--- config.mk ---
export PLATFORM = sky130hd
export DESIGN_NAME = spi_share_arb
export DESIGN_NICKNAME = d
export VERILOG_FILES = /design/src/rtl/spi_share_arb.sv
export SDC_FILE = /design/constraint.sdc
export NUM_CORES = 1
export LEC_CHECK = 0
export CAP_MARGIN = 20
export CORE_MARGIN = 8
export CORE_UTILIZATION = 40
export CTS_BUF_LIST = sky130_fd_sc_hd__clkbuf_16
export DETAILED_ROUTE_END_ITERATION = 8
export GPL_ROUTABILITY_DRIVEN = 0
export SETUP_SLACK_MARGIN = 0.4
export SKIP_CTS_REPAIR_TIMING = 1
export SYNTH_ARGS = -nofsm -noshare
export SYNTH_HDL_FRONTEND = slang
export SYNTH_SLANG_ARGS = --single-unit
--- constraint.sdc ---
create_clock -name cpu_clock -period 3.33 [get_ports cpu_clock]
set_clock_uncertainty 0.15 [all_clocks]
set_input_delay 0.4995 -clock cpu_clock [delete_from_list [all_inputs] [get_ports cpu_clock]]
set_output_delay 0.4995 -clock cpu_clock [all_outputs]
set_load 0.01 [all_outputs]
--- src/rtl/spi_share_arb.sv ---
// -----------------------------------------------------------------------------
// spi_share_arb
//
// Shares one byte-wide SPI shift engine (SPI mode 0, MSB first) between four
// requesters: Z80 SD port, DMA SD fetch, MP3 control (MC) and MP3 data (MD).
// Each requester has a pending flag and a data latch. Grants are by fixed
// priority MC > DMA SD > Z80 SD > MD, and each byte is shifted at the
// requester's own SCK half-period.
//
// Optional feature macro: SPI_ARB_ANTISTARVE_EN
//   When defined, three consecutive non-MD grants while MD is pending force
//   the next grant to MD. When undefined, arbitration is pure fixed priority.
//
// Ports
//   cpu_clock      system clock
//   rst_n          asynchronous active-low reset
//   sd_start       Z80 SD strobe, sd_din sampled with it
//   dma_sd_start   DMA SD fetch strobe, transmits 8'hFF
//   mc_start       MC strobe, mc_din sampled with it
//   mc_speed       MC half-period: 00 = MC_SLOW_DIV, 01 = 4, 1x = 1
//   md_start       MD strobe, md_din sampled with it
//   md_halfspeed   MD half-period: 1 = 2 clocks, 0 = 1 clock
//   spi_miso       shared serial input
//   spi_sck        shared serial clock (idles low)
//   spi_mosi       shared serial output (idles high)
//   spi_tgt        active target: 0 idle, 1 SD, 2 MC, 3 MD
//   sd_dout        last SD received byte (Z80 or DMA)
//   mc_dout        last MC received byte
//   sd_rdy         no SD request (Z80 or DMA) pending or active
//   mc_rdy         no MC request pending or active
//   dma_sd_done    one-cycle pulse when a DMA byte lands in sd_dout
//   ovr            one-cycle pulse, the cycle after a start was dropped
//
// State table
//   state  | meaning
//   IDLE   | no transfer; a pending request is granted here
//   LOAD   | target driven, MOSI = bit 7, half-period selected
//   SHIFT  | 16 half-periods; SCK high on odd ones, MISO sampled on rise
//   DONE   | received byte written to its dout, then back to IDLE
// -----------------------------------------------------------------------------
module spi_share_arb #(
    parameter int MC_SLOW_DIV = 8
) (
    input  logic       cpu_clock,
    input  logic       rst_n,
    input  logic       sd_start,
    input  logic [7:0] sd_din,
    input  logic       dma_sd_start,
    input  logic       mc_start,
    input  logic [7:0] mc_din,
    input  logic [1:0] mc_speed,
    input  logic       md_start,
    input  logic [7:0] md_din,
    input  logic       md_halfspeed,
    input  logic       spi_miso,
    output logic       spi_sck,
    output logic       spi_mosi,
    output logic [1:0] spi_tgt,
    output logic [7:0] sd_dout,
    output logic [7:0] mc_dout,
    output logic       sd_rdy,
    output logic       mc_rdy,
    output logic       dma_sd_done,
    output logic       ovr
);

    // Counter must also hold the fixed divide-by-4 reload for small MC_SLOW_DIV.
    localparam int CW = ($clog2(MC_SLOW_DIV) + 1 < 3) ? 3 : $clog2(MC_SLOW_DIV) + 1;
    // Counters hold H-1 so that H can never be 0.
    localparam logic [CW-1:0] L_SLOW_RL = (MC_SLOW_DIV > 1) ? CW'(MC_SLOW_DIV - 1) : '0;

    localparam logic [1:0] S_IDLE  = 2'd0;
    localparam logic [1:0] S_LOAD  = 2'd1;
    localparam logic [1:0] S_SHIFT = 2'd2;
    localparam logic [1:0] S_DONE  = 2'd3;

    localparam logic [1:0] G_Z80 = 2'd0;
    localparam logic [1:0] G_DMA = 2'd1;
    localparam logic [1:0] G_MC  = 2'd2;
    localparam logic [1:0] G_MD  = 2'd3;

    logic [1:0]    r_state;
    logic [1:0]    r_gnt;
    logic          r_sd_pend;
    logic          r_dma_pend;
    logic          r_mc_pend;
    logic          r_md_pend;
    logic [7:0]    r_sd_data;
    logic [7:0]    r_mc_data;
    logic [7:0]    r_md_data;
    logic [7:0]    r_tx;
    logic [7:0]    r_rx;
    logic          r_mosi;
    logic          r_sck;
    logic [1:0]    r_tgt;
    logic [CW-1:0] r_cnt;
    logic [CW-1:0] r_half;
    logic [3:0]    r_hp;
    logic [7:0]    r_sd_dout;
    logic [7:0]    r_mc_dout;
    logic          r_dma_done;
    logic          r_ovr;

    logic          w_grant;
    logic [1:0]    w_gnt_id;
    logic [7:0]    w_gnt_data;
    logic [1:0]    w_gnt_tgt;
    logic [CW-1:0] w_half;
    logic          w_force_md;
    logic          w_sd_active;
    logic          w_mc_active;

`ifdef SPI_ARB_ANTISTARVE_EN
    logic [1:0] r_starve;

    assign w_force_md = r_md_pend && (r_starve == 2'd3);

    always_ff @(posedge cpu_clock or negedge rst_n) begin
        if (!rst_n) begin
            r_starve <= 2'd0;
        end else if (!r_md_pend) begin
            r_starve <= 2'd0;
        end else if (w_grant) begin
            if (w_gnt_id == G_MD)
                r_starve <= 2'd0;
            else if (r_starve != 2'd3)
                r_starve <= r_starve + 2'd1;
        end
    end
`else
    assign w_force_md = 1'b0;
`endif

    // Arbitration only happens in IDLE, so pending flags clear on the same
    // edge that enters LOAD.
    always_comb begin
        w_grant  = 1'b0;
        w_gnt_id = G_Z80;
        if (r_state == S_IDLE) begin
            if (w_force_md) begin
                w_grant  = 1'b1;
                w_gnt_id = G_MD;
            end else if (r_mc_pend) begin
                w_grant  = 1'b1;
                w_gnt_id = G_MC;
            end else if (r_dma_pend) begin
                w_grant  = 1'b1;
                w_gnt_id = G_DMA;
            end else if (r_sd_pend) begin
                w_grant  = 1'b1;
                w_gnt_id = G_Z80;
            end else if (r_md_pend) begin
                w_grant  = 1'b1;
                w_gnt_id = G_MD;
            end
        end
    end

    always_comb begin
        w_gnt_data = 8'hFF;
        w_gnt_tgt  = 2'd1;
        case (w_gnt_id)
            G_Z80: begin w_gnt_data = r_sd_data; w_gnt_tgt = 2'd1; end
            G_DMA: begin w_gnt_data = 8'hFF;     w_gnt_tgt = 2'd1; end
            G_MC:  begin w_gnt_data = r_mc_data; w_gnt_tgt = 2'd2; end
            default: begin w_gnt_data = r_md_data; w_gnt_tgt = 2'd3; end
        endcase
    end

    // Speed inputs are only looked at while in LOAD.
    always_comb begin
        w_half = '0;
        if (r_gnt == G_MC) begin
            case (mc_speed)
                2'b00:   w_half = L_SLOW_RL;
                2'b01:   w_half = CW'(3);
                default: w_half = '0;
            endcase
        end else if (r_gnt == G_MD) begin
            w_half = md_halfspeed ? CW'(1) : '0;
        end
    end

    // A start seen while its own pending flag is set is dropped. Grant needs
    // pending set and capture needs it clear, so the two never collide.
    always_ff @(posedge cpu_clock or negedge rst_n) begin
        if (!rst_n) begin
            r_sd_pend  <= 1'b0;
            r_dma_pend <= 1'b0;
            r_mc_pend  <= 1'b0;
            r_md_pend  <= 1'b0;
            r_sd_data  <= 8'hFF;
            r_mc_data  <= 8'hFF;
            r_md_data  <= 8'hFF;
            r_ovr      <= 1'b0;
        end else begin
            r_ovr <= (sd_start && r_sd_pend) || (dma_sd_start && r_dma_pend) ||
                     (mc_start && r_mc_pend) || (md_start && r_md_pend);

            if (!r_sd_pend) begin
                if (sd_start) begin
                    r_sd_pend <= 1'b1;
                    r_sd_data <= sd_din;
                end
            end else if (w_grant && w_gnt_id == G_Z80) begin
                r_sd_pend <= 1'b0;
            end

            if (!r_dma_pend) begin
                if (dma_sd_start)
                    r_dma_pend <= 1'b1;
            end else if (w_grant && w_gnt_id == G_DMA) begin
                r_dma_pend <= 1'b0;
            end

            if (!r_mc_pend) begin
                if (mc_start) begin
                    r_mc_pend <= 1'b1;
                    r_mc_data <= mc_din;
                end
            end else if (w_grant && w_gnt_id == G_MC) begin
                r_mc_pend <= 1'b0;
            end

            if (!r_md_pend) begin
                if (md_start) begin
                    r_md_pend <= 1'b1;
                    r_md_data <= md_din;
                end
            end else if (w_grant && w_gnt_id == G_MD) begin
                r_md_pend <= 1'b0;
            end
        end
    end

    // r_hp indexes the 16 half-periods from 0; even index = SCK high.
    always_ff @(posedge cpu_clock or negedge rst_n) begin
        if (!rst_n) begin
            r_state    <= S_IDLE;
            r_gnt      <= G_Z80;
            r_tgt      <= 2'd0;
            r_sck      <= 1'b0;
            r_mosi     <= 1'b1;
            r_tx       <= 8'hFF;
            r_rx       <= 8'hFF;
            r_cnt      <= '0;
            r_half     <= '0;
            r_hp       <= 4'd0;
            r_sd_dout  <= 8'hFF;
            r_mc_dout  <= 8'hFF;
            r_dma_done <= 1'b0;
        end else begin
            r_dma_done <= 1'b0;
            case (r_state)
                S_IDLE: begin
                    if (w_grant) begin
                        r_state <= S_LOAD;
                        r_gnt   <= w_gnt_id;
                        r_tgt   <= w_gnt_tgt;
                        r_tx    <= w_gnt_data;
                        r_mosi  <= w_gnt_data[7];
                    end
                end
                S_LOAD: begin
                    r_state <= S_SHIFT;
                    r_half  <= w_half;
                    r_cnt   <= w_half;
                    r_hp    <= 4'd0;
                    r_sck   <= 1'b1;
                    r_rx    <= {r_rx[6:0], spi_miso};
                end
                S_SHIFT: begin
                    if (r_cnt != '0) begin
                        r_cnt <= r_cnt - CW'(1);
                    end else begin
                        r_cnt <= r_half;
                        if (r_hp == 4'd15) begin
                            r_state <= S_DONE;
                            if (r_gnt == G_MC)
                                r_mc_dout <= r_rx;
                            else if (r_gnt != G_MD)
                                r_sd_dout <= r_rx;
                            r_dma_done <= (r_gnt == G_DMA);
                        end else begin
                            r_hp <= r_hp + 4'd1;
                            if (!r_hp[0]) begin
                                // falling edge: advance MOSI, fill with ones
                                r_sck  <= 1'b0;
                                r_tx   <= {r_tx[6:0], 1'b1};
                                r_mosi <= r_tx[6];
                            end else begin
                                r_sck <= 1'b1;
                                r_rx  <= {r_rx[6:0], spi_miso};
                            end
                        end
                    end
                end
                default: begin
                    r_state <= S_IDLE;
                    r_tgt   <= 2'd0;
                    r_mosi  <= 1'b1;
                end
            endcase
        end
    end

    assign w_sd_active = (r_state != S_IDLE) && (r_gnt == G_Z80 || r_gnt == G_DMA);
    assign w_mc_active = (r_state != S_IDLE) && (r_gnt == G_MC);

    assign sd_rdy      = !(r_sd_pend || r_dma_pend || w_sd_active);
    assign mc_rdy      = !(r_mc_pend || w_mc_active);
    assign spi_sck     = r_sck;
    assign spi_mosi    = r_mosi;
    assign spi_tgt     = r_tgt;
    assign sd_dout     = r_sd_dout;
    assign mc_dout     = r_mc_dout;
    assign dma_sd_done = r_dma_done;
    assign ovr         = r_ovr;

endmodule

* Yosys cells after proc, flatten, opt, wreduce, memory -nomap -nowiden *
Index checks and enable logic that the tools add are counted.

storage, ports and cells
  bits of input ports = 34
  register bits = 81
  logic and storage cells = 148
  output and inout bits = 24

cells by class
  reduce and logical (&&, ||, !) cells = 41
  $add $sub $neg = 2
  equal/unequal tests = 17
  bitwise logic cells = 7
  mux-type cells = 60

operators by type and width
  cell                                                             number
  1-bit two-way mux                                                29
  7-bit two-way mux                                                4
  8-bit two-way mux                                                3
  8-bit one-hot mux with 3 select lines                            1
  2-bit two-way mux                                                9
  4-bit two-way mux                                                4
  4-bit one-hot mux with 2 select lines                            2
  8-bit one-hot mux with 2 select lines                            1
  5-bit AND reduction                                              3
  2-bit inequality test, second input constant                     7
  7-bit one-hot mux with 2 select lines                            1
  2-bit == test, second input constant                             5
  1-bit logical AND                                                10
  2-bit AND reduction                                              5
  2-bit by 1-bit == test with 1-bit output, second input constant  4
  2-bit zero test                                                  4
  2-bit one-hot mux with 2 select lines                            2
  4-bit AND reduction                                              2
  1-bit logical OR                                                 7
  1-bit NOT                                                        7
  2-bit one-hot mux with 3 select lines                            1
  3-bit one-hot mux with 2 select lines                            1
  3-bit AND reduction                                              2
  2-bit nonzero test                                               3
  8 further kinds                                                  10

* Logic depth before layout (Yosys ltp) *
  depth in word-level cells = 10
  mapped depth = 8

* Worst setup path after synthesis *
OpenSTA, ideal clock, no wires.

  kind = flip-flop to flip-flop
  start = reg r_cnt[0]
  end = reg r_tx[5]
  cell stages (with the launch flop) = 9
  buffers on the path = 2
  data arrival time = 1.808 ns
  library setup time = 0.096 ns
  path slack = 1.277 ns
  data required time = 3.084 ns
  clock period less this slack = 2.053 ns
  cells stage by stage = dfrtp_1 -> inv_1 -> ha_1 -> or3b_1 -> buf_2 -> o31ai_4 -> and2_1 -> buf_6 -> a31oi_1

on the way
  longest elaborated chain between the ends = 3

ends and longest elaborated chain
  what                                    line  text
  from (decl)                             96    logic [CW-1:0] r_cnt;
  from (signal assigned)                  267   r_cnt <= w_half;
  from (signal assigned)                  274   r_cnt <= r_cnt - CW'(1);
  from (signal assigned)                  276   r_cnt <= r_half;
  4-bit nonzero test                      273   if (r_cnt != '0) begin
  2-bit inequality test (no source line)  --
  5-bit AND reduction (no source line)    --
  to (signal assigned)                    260   r_tx <= w_gnt_data;
  to (signal assigned)                    289   r_tx <= {r_tx[6:0], 1'b1};
  to (decl)                               91    logic [7:0] r_tx;

No other way between the ends.
A chain may end at the register's enable or synchronous reset.

* Worst setup path in the final report *
  start = reg r_state[0]
  end = out mc_rdy

on the way
  longest elaborated chain between the ends = 4

ends and longest elaborated chain
  what                    line  text
  from (decl)             82    logic [1:0] r_state;
  from (signal assigned)  239   r_state <= S_IDLE;
  from (signal assigned)  257   r_state <= S_LOAD;
  from (signal assigned)  265   r_state <= S_SHIFT;
  2-bit nonzero test      308   assign w_mc_active = (r_state != S_IDLE) && (r_gnt == G_MC);
  1-bit logical AND       308
  1-bit logical OR        311   assign mc_rdy = !(r_mc_pend || w_mc_active);
  1-bit zero test         311
  to (decl)               62    output logic mc_rdy,

No other way between the ends.

==> flow_summary_export.csv <==
group,metric,value,unit
run_status,status,"complete, no violations",
detailed_routing,wirelength,8175,um
final_layout,final_core_util,0.5175,
clocking,clkTransAtPathRegs,0.06,ns
worst_setup_path,worstPathArrival,1.89,ns
global_routing,overflow,0,
timing,min_period,2.543,ns
logic_synthesis,netlist_instances,322,
logic_synthesis,syn_nets,361,
worst_setup_path,worstPathMaxFanout,9,
clocking,htreeDepth,3,
min_path,hold_start,"spi_sck$_DFFE_PN0P_",
global_routing,grt_pass1_wl,13700,um
logic_synthesis,synth-edff-count,0,
timing,slew_violations,0,
global_routing,grt_max_degree,81,
global_routing,grt_pass1_vias,2589,
logic_synthesis,synth.distinct_cells,50,
clocking,worst_skew_pair.late_latency,0.33,ns
global_routing,antenna_found_initial,0,
detailed_routing,vias_per_cell,5.096,
timing,holdWs,0.3457,ns
min_path,hp-class,"flop to flop",
timing,grt_setup_unrepaired,"false",
logic_synthesis,yosys_warnings,0,
clocking,cts_tree,"built",
power_and_ir_drop,p_leak,1.874,nW
detailed_routing,firstDrtPassIters,6,
placed_design,port_buffers,57,
detailed_routing,drt_iter0_markers,81,
power_and_ir_drop,power.total,4.352,mW
logic_synthesis,synth_seq_cells,80,
final_layout,antenna_cells,0,
final_layout,area_delta_synth_final,25.39,%
logic_synthesis,ys_top_cells_by_area,"dfstp_2 39%, dfrtp_1 16%, mux2_2 12%",
die,core-area,9240,sq um
job,drv_cap,0,
detailed_routing,vias,2604,
timing,finalSetupViolCount,0,
timing,fmax,0.3932,GHz
detailed_routing,wire_per_inst,16.00,um
logic_synthesis,syn-cell-area,3814,sq um
power_and_ir_drop,power_density,910.1,nW/um^2
worst_setup_path,startpoint_type,"flop",
timing,finalHoldViolCount,0,
power_and_ir_drop,ir_worst_vdd,0.3356,mV
die,row_count,35,
die,die_w,113.6,um
clocking,clock-root-buffer,"clkbuf_16",
worst_setup_path,worstPathRequired,2.68,ns
logic_synthesis,async_flop_share,1.000,
placed_design,hpwl,5832,um
timing,relSlewSlack,0.4693,
global_routing,grt_usage,0.1321,
die,initial_utilization,0.4127,
clocking,cts_buffers,9,
logic_synthesis,yosys.area.top_type_share,0.3858,
worst_setup_path,critPathKind,"flop to primary output",
final_layout,drive_above_1_share,0.3220,
die,die_h,113.6,um
worst_setup_path,crit_path_start,"r_state[0]$_DFFE_PN0P_",
detailed_routing,ant_nets,0,
timing,tightestPinTransition,0.7944,ns
timing,post-route-period-util,0.7638,
final_layout,fillers,842,
clocking,clock_path_buffers,2,
die,dieArea,12910,sq um
logic_synthesis,avgSynthCellArea,11.84,sq um
clocking,numClockSinks,80,
timing,setup_tns,0,ns
logic_synthesis,yosysSeqAreaShare,0.5433,
die,io_pins,58,
logic_synthesis,synth.largest_area_cell,"dfstp_2",
worst_setup_path,end_kind,"primary output",
worst_setup_path,r2r_start,"r_state[0]$_DFFE_PN0P_",
logic_synthesis,ys.flop_type,"dfstp_2",
detailed_routing,drc_errors,0,
final_layout,fin_nets,416,
[through the flow]
stage,instances,instance area (sq um),setup slack [ns]
after floorplan,322,3814,1.277
after global placement,493,4483,1.002
after detailed placement,493,4483,0.9815
after CTS,509,4745,0.7576
after global routing,511,4782,0.7136
final,511,4782,0.7866
[cell usage after synthesis, types with 9 or more instances]
master	count
clkbuf_1	10
a21oi_1	14
dfrtp_1	24
mux2_1	9
nand2_1	23
o21a_1	10
mux2_2	40
inv_1	13
dfstp_2	56
nor2_1	15
a31oi_1	12
[layout make-up]
class | instances | area, sq um | share of cell area
clock buffer | 9 | 225.2 | 0.04710
clock inverter | 7 | 36.28 | 0.007588
inverter | 13 | 48.80 | 0.01020
multi-input combinational | 211 | 1610 | 0.3367
sequential | 80 | 2072 | 0.4333
tap | 129 | 161.4 | 0.03375
timing repair buffer | 62 | 628.1 | 0.1313
[layer usage]
layer,vias to the layer above,wire [um],GRT usage
met3,12,270,0.02853
met4,0,136,0.05595
met1,1274,4258,0.1894
met2,46,3509,0.1866
li1,1272,-,-
met5,-,0,0
[cells in the final DEF, fill, tap and decap left out, types with 2 or more instances in the layout]
cell type	netlist	final
clkinv_1	0	3
clkdlybuf4s50_1	0	56
o311ai_0	5	5
or3b_1	2	2
ha_1	5	5
a22oi_1	2	2
o2111ai_1	2	2
dfrtp_1	24	24
and2_1	4	4
clkbuf_16	0	9
mux2_2	40	40
o22a_1	2	2
nand2_1	23	23
nand3_1	4	4
nor2_1	15	15
mux2_1	9	9
o21ai_0	8	8
dfstp_2	56	56
nor2b_1	6	6
inv_4	0	2
a31oi_1	12	12
a21oi_1	14	14
inv_1	13	13
nand3b_1	8	8
nor3b_1	8	8
o211ai_1	2	2
buf_4	0	4
nand2b_1	2	2
o21a_1	10	10
nor3_1	3	3
a21o_1	3	3
o31ai_1	3	3
[where the power goes]
group / total, mW / internal, mW / switching (mW)
combinational: 1.61 / 0.789 / 0.822
sequential: 1.87 / 1.54 / 0.330
clock: 0.876 / 0.496 / 0.380
[cell families (layout without fill, tap and decap cells)]
kind of cell,after synthesis,in the layout,share of synthesized area
AND/OR/NAND/NOR,83,83,0.1227
flip-flops,80,80,0.5433
AO/OA/AOI/OAI,73,73,0.1358
multiplexers,50,50,0.1473
buffers and inverters,31,91,0.03445
adder cells (fa/ha/maj),5,5,0.01640
[state kept, by name (all words and copies together) (netlist names), 2 cells and up]
name / count
mc_dout: 8
r_cnt: 4
r_gnt: 2
r_half: 3
r_hp: 4
r_mc_data: 8
r_md_data: 8
r_rx: 8
r_sd_data: 8
r_state: 2
r_tx: 7
sd_dout: 8
spi_tgt: 2
[worst paths after layout]
| check | to | cells after the start | slack, ns |
|---|---|---|---|
| min in group asynchronous | r_hp[1]$_DFFE_PN0P_ | 2 | 0.40 |
| worst min-delay path | spi_sck$_DFFE_PN0P_ | 2 | 0.35 |
| worst min register to register | spi_sck$_DFFE_PN0P_ | 2 | 0.35 |
| worst max register to register | r_tx[4]$_DFFE_PN1P_ | 6 | 0.93 |
| max in group asynchronous | r_tx[1]$_DFFE_PN1P_ | 3 | 2.03 |
| worst max-delay path | mc_rdy | 5 | 0.79 |
[worst max-delay path, cell delays in order, from the launching register on]
cell	delay (ns)
dfrtp_1	0.38
inv_1	0.10
ha_1	0.34
nor2_1	0.09
nor2_1	0.09
clkdlybuf4s50_1	0.57
(Power assumes the default switching activity.)
